$ cat src/rtl/skew_feed_ctrl.sv
// skew_feed_ctrl: streams a block of operand-buffer rows into the skew stage
// ahead of the systolic array. One read per cycle while feeding, then waits
// for the skew pipeline to drain before pulsing done.

`ifndef SYS_ARRAY_LEN
`define SYS_ARRAY_LEN 4
`endif
`ifndef SINGLE
`define SINGLE 32
`endif

module skew_feed_ctrl #(
  parameter int SYS_ARRAY_LEN = `SYS_ARRAY_LEN,
  parameter int ADDR_W        = 10,
  parameter int LEN_W         = 10
) (
  input  logic                              clk,
  input  logic                              rst,
  input  logic                              start,
  input  logic [ADDR_W-1:0]                 base_addr,
  input  logic [LEN_W-1:0]                  num_rows,
  input  logic                              hold,
  output logic                              ready,
  output logic                              busy,
  output logic                              done,
  output logic                              rd_en,
  output logic [ADDR_W-1:0]                 rd_addr,
  input  logic [`SINGLE*SYS_ARRAY_LEN-1:0]  rd_data,
  output logic [`SINGLE*SYS_ARRAY_LEN-1:0]  data_out,
  output logic                              data_valid
);

  // Drain covers one cycle of buffer read latency plus the deepest skew lane.
  localparam int DRAIN_W = $clog2(SYS_ARRAY_LEN + 2);
  localparam logic [DRAIN_W-1:0] DRAIN_LOAD = DRAIN_W'(SYS_ARRAY_LEN + 1);

  typedef enum logic [1:0] {IDLE, FEED, DRAIN, DONE} state_t;

  state_t              state, state_nxt;
  logic [ADDR_W-1:0]   addr_cnt, addr_nxt;
  logic [LEN_W-1:0]    rem_cnt, rem_nxt;
  logic [DRAIN_W-1:0]  drain_cnt, drain_nxt;
  // A zero-length job spends one quiet cycle in DONE before the pulse, so its
  // start-to-done latency is two cycles.
  logic                zero_wait, zero_wait_nxt;

  assign rd_addr  = addr_cnt;
  assign data_out = rd_data;

  // Next-state, counter updates and control outputs.
  always_comb begin
    state_nxt     = state;
    addr_nxt      = addr_cnt;
    rem_nxt       = rem_cnt;
    drain_nxt     = drain_cnt;
    zero_wait_nxt = zero_wait;
    ready         = 1'b0;
    busy          = 1'b0;
    done          = 1'b0;
    rd_en         = 1'b0;
    case (state)
      IDLE: begin
        ready = 1'b1;
        if (start) begin
          addr_nxt = base_addr;
          rem_nxt  = num_rows;
          if (num_rows == '0) begin
            state_nxt     = DONE;
            zero_wait_nxt = 1'b1;
          end else begin
            state_nxt = FEED;
          end
        end
      end
      FEED: begin
        busy = 1'b1;
        if (!hold) begin
          rd_en    = 1'b1;
          addr_nxt = addr_cnt + ADDR_W'(1);
          rem_nxt  = rem_cnt - LEN_W'(1);
          if (rem_cnt == LEN_W'(1)) begin
            state_nxt = DRAIN;
            drain_nxt = DRAIN_LOAD;
          end
        end
      end
      DRAIN: begin
        busy = 1'b1;
        if (drain_cnt <= DRAIN_W'(1)) begin
          state_nxt = DONE;
          drain_nxt = '0;
        end else begin
          drain_nxt = drain_cnt - DRAIN_W'(1);
        end
      end
      DONE: begin
        if (zero_wait) begin
          zero_wait_nxt = 1'b0;
        end else begin
          done      = 1'b1;
          state_nxt = IDLE;
        end
      end
      default: state_nxt = IDLE;
    endcase
  end

  // State, counters and the valid flag that trails each read by one cycle.
  always_ff @(posedge clk or posedge rst) begin
    if (rst) begin
      state      <= IDLE;
      addr_cnt   <= '0;
      rem_cnt    <= '0;
      drain_cnt  <= '0;
      zero_wait  <= 1'b0;
      data_valid <= 1'b0;
    end else begin
      state      <= state_nxt;
      addr_cnt   <= addr_nxt;
      rem_cnt    <= rem_nxt;
      drain_cnt  <= drain_nxt;
      zero_wait  <= zero_wait_nxt;
      data_valid <= rd_en;
    end
  end

endmodule

$ cat config.mk
export PLATFORM = sky130hd
export DESIGN_NAME = skew_feed_ctrl
export DESIGN_NICKNAME = d
export VERILOG_FILES = /design/src/rtl/skew_feed_ctrl.sv
export SDC_FILE = /design/constraint.sdc
export NUM_CORES = 1
export LEC_CHECK = 0
export BUFFER_PORTS_ARGS = -buffer_cell sky130_fd_sc_hd__buf_2
export CAP_MARGIN = 20
export CORE_AREA = 2 2 115 117
export CTS_CLUSTER_DIAMETER = 40
export DETAILED_ROUTE_END_ITERATION = 8
export DIE_AREA = 0 0 117 119
export GPL_TIMING_DRIVEN = 0
export HOLD_SLACK_MARGIN = 0.05
export PLACE_DENSITY_LB_ADDON = 0.25
export SLEW_MARGIN = 20
export SYNTH_ARGS = -nofsm -noshare
export SYNTH_HDL_FRONTEND = slang
export SYNTH_SLANG_ARGS = --single-unit
$ cat constraint.sdc
create_clock -name clk -period 2.5 [get_ports clk]
set_input_delay 0.25 -clock clk [delete_from_list [all_inputs] [get_ports clk]]
set_output_delay 0.25 -clock clk [all_outputs]
set_load 0.02 [all_outputs]
==> flow_summary_export.csv <==
group,metric,value,unit
floorplanning,start_util,21.0,%
sta,drv_slew,0,
drt,drc,0,
worst_setup_path,slowest_stage,"clkbuf_1",
global_routing,grt_max_degree,28,
clocking,ctsHoldBuffers,0,
logic_synthesis,syn_nets,486,
clocking,cts_sinks,27,
pwr,leakage,2.05,nW
clocking,cts_resized,0,
drt,wirelength,8210,µm
sta,finalSetupTns,0,ns
run,drv_cap,0,
cells_and_area,n_antenna_cell,0,
worst_setup_path,crit_fanout,10,
clocking,post_cts_buffers,0,
sta,tightest_slew,0.643,ns
floorplanning,die-area,13900,µm²
worst_setup_path,cp.arrival,2.30,ns
worst_setup_path,r2r-end,"rem_cnt[0]",
floorplanning,die_w,117,µm
cells_and_area,areaGrowthSynthToFinish,41.9,%
worst_setup_path,crit_path_cell_trace,"inv_1 > ha_1 > nand2b_1 > o211ai_2 > clkbuf_1 > nand2_1 > o311ai_0",
place,place_congestion,0.780,
worst_setup_path,r2r_setup_slack,0.36,ns
logic_synthesis,netlist_area,2700,µm²
logic_synthesis,synth_cell_types,46,
worst_setup_path,end_kind,"flop",
sta,finalHoldViolations,0,
logic_synthesis,yosysSeqAreaShare,25.0,%
worst_setup_path,crit_path_max_incr_delay,0.43,ns
clocking,cts_max_path_buffers,2,
logic_synthesis,post-synth-top-area-cell,"buf_4",
cells_and_area,drive_gt1_share,62.2,%
drt,drtIter0Drc,131,
place,dpl.hpwl,6790,µm
global_routing,grt_pass1_vias,2475,
logic_synthesis,syn_avg_cell_area,8.30,µm²
floorplanning,core,12900,µm²
clocking,clk_latency,0.26,ns
worst_setup_path,cp-start-kind,"flop",
place,place_area,3750,µm²
clocking,root_buffer,"clkbuf_16",
floorplanning,die_h,119,µm
pwr,finalPower,0.00339,W
drt,wl_per_cell,12.2,µm
logic_synthesis,synth.top_cells.by_area,"buf_4, dfrtp_1, a21oi_1",
logic_synthesis,yosysMostFrequentCell,"buf_4",
global_routing,grt_usage,10.9,%
pwr,ir_drop,0.562,mV
pwr,power.density,886,nW/µm²
sta,period_minus_slack,2.14,ns
clocking,cts_buffers,3,
sta,max-slew-margin-rel,57.1,%
worst_setup_path,crit_start,"state[0]",
cells_and_area,layout.filler_cells,1357,
sta,period_share,85.8,%
cells_and_area,final_cell_area,3830,µm²
clocking,htreeDepth,1,
worst_setup_path,worstSetupPathType,"flop to flop",
drt,drtAntennaViolNets,0,
logic_synthesis,synth_edf_count,0,
clocking,cts.clk_slew.worst_paths,0.07,ns
drt,vias_per_cell,4.12,
floorplanning,fp-row-count,42,
sta,clock_skew,0.00285,ns
drt,vias,2765,
status,status,"finished clean",
sta,fmax,0.466,GHz
logic_synthesis,synth_cells,325,
drt,drt_first_pass_iters,4,
worst_setup_path,cp-endpoint,"rem_cnt[0]",
sta,setup_viol,0,
logic_synthesis,ys_warn_count,0,
place,portBuffers,166,
worst_setup_path,r2r_start,"state[0]",
logic_synthesis,synth-main-ff-cell,"dfrtp_1",
clocking,cts_tree,"built",
logic_synthesis,yosysTopAreaCellShare,35.6,%
global_routing,grt_pass1_wl,12100,µm
cells_and_area,layout.nets,657,
logic_synthesis,ys_ff_latch,27,
worst_setup_path,reg2reg_depth,7,
global_routing,grt-ovfl-total,0,
hold_path,hp-class,"input pin to asynchronous set/reset pin",
logic_synthesis,synth.top_cells.by_count,"buf_4, dfrtp_1, a21oi_1",
worst_setup_path,cp.required,2.65,ns
global_routing,antenna_found_initial,0,
floorplanning,ios,295,
sta,rsz0062_at_grt,"false",
logic_synthesis,async_flop_share,100,%
[power breakdown]
part | internal (W) | switching [W]
logic | 0.000870 | 0.00127
clock network | 0.000219 | 0.000160
registers | 0.000646 | 0.000231
total | 0.00173 | 0.00166
[how the worst min path moves through the flow]
stage / slack (ns) / end / startpoint
2_1_floorplan: 0.30 / data_valid / rst
3_3_place_gp: 0.47 / zero_wait / start
3_5_place_dp: 0.38 / zero_wait / rst
4_1_cts: 0.1 / zero_wait / rst
5_1_grt: 0.12 / zero_wait / rst
6_report: 0.06 / zero_wait / rst
[through the flow]
| stage | std cells | util, % | hold slack [ns] | setup WS, ns |
|---|---|---|---|---|
| floorplan | 325 | - | 0.303 | 0.631 |
| global placement | 667 | 29.1 | 0.465 | 0.420 |
| detailed placement | 667 | 29.1 | 0.382 | 0.355 |
| CTS | 671 | 29.7 | 0.0984 | 0.338 |
| global route | 671 | 29.7 | 0.119 | 0.209 |
| finish | 671 | 29.7 | 0.0636 | 0.356 |
[kinds of logic (layout without fill, tap and decap cells)]
logic type                 count (synthesis)  in the layout  share of synthesized area (%)
and+or+nand+nor                           65             65                           12.7
AOI/OAI and AO/OA                         71             71                           17.8
DFF                                       27             27                           25.0
muxes                                      4              4                           1.53
adders and majority gates                  9              9                           4.17
buffers and inverters                    149            319                           38.7
[routing by layer]
metal  track usage (%)  vias to the layer above  routed length, µm
met5                 0                        -                  0
met3              1.17                        9                665
li1                  -                     1333                  -
met2              20.6                      170               4210
met4              3.31                        0                118
met1              12.5                     1253               3220
[worst max-delay path: cells and delay by family (launching register included)]
family / cells / cell delay [ns]
flip-flops: 1 / 0.41
buffers and inverters: 2 / 0.54
AND/OR/NAND/NOR: 2 / 0.32
adder cells (fa/ha/maj): 1 / 0.38
AO/OA/AOI/OAI: 2 / 0.39
[cell type report]
cell class,count,area (µm²),share of cell area [%]
clock buffers,4,78.8,2.06
plain buffers,137,1000,26.1
multi-input cells,149,977,25.5
well taps,176,220,5.75
flip-flops and latches,27,676,17.7
inverters,12,45.0,1.18
repair buffers,166,831,21.7
[sequential cells by signal, indices dropped and copies added (netlist names)]
register and flops:
data_valid 1, drain_cnt 3, rd_addr 10, rem_cnt 10
state 2, zero_wait 1
[layout by cell type (no fill, tap or decap), types with 2 or more instances in the layout]
cell	netlist	routed
o21a_1	2	2
o22a_1	6	6
a41oi_1	3	3
nand3_1	10	10
nor4b_1	2	2
o311ai_0	2	2
a2bb2oi_1	6	6
nor2b_1	4	4
clkbuf_16	0	3
o22ai_1	6	6
nor2_1	10	10
o31ai_1	2	2
and3_1	3	3
dfrtp_1	27	27
ha_1	9	9
nand2b_1	2	2
a21o_1	2	2
buf_4	128	128
buf_1	2	2
o21ai_0	10	10
nand4b_1	2	2
mux2i_1	3	3
nor4_1	2	2
inv_1	12	11
clkbuf_1	3	4
nand2_1	21	21
a21oi_1	23	23
buf_2	4	170
Note: power is estimated with default switching activity, not from simulation.
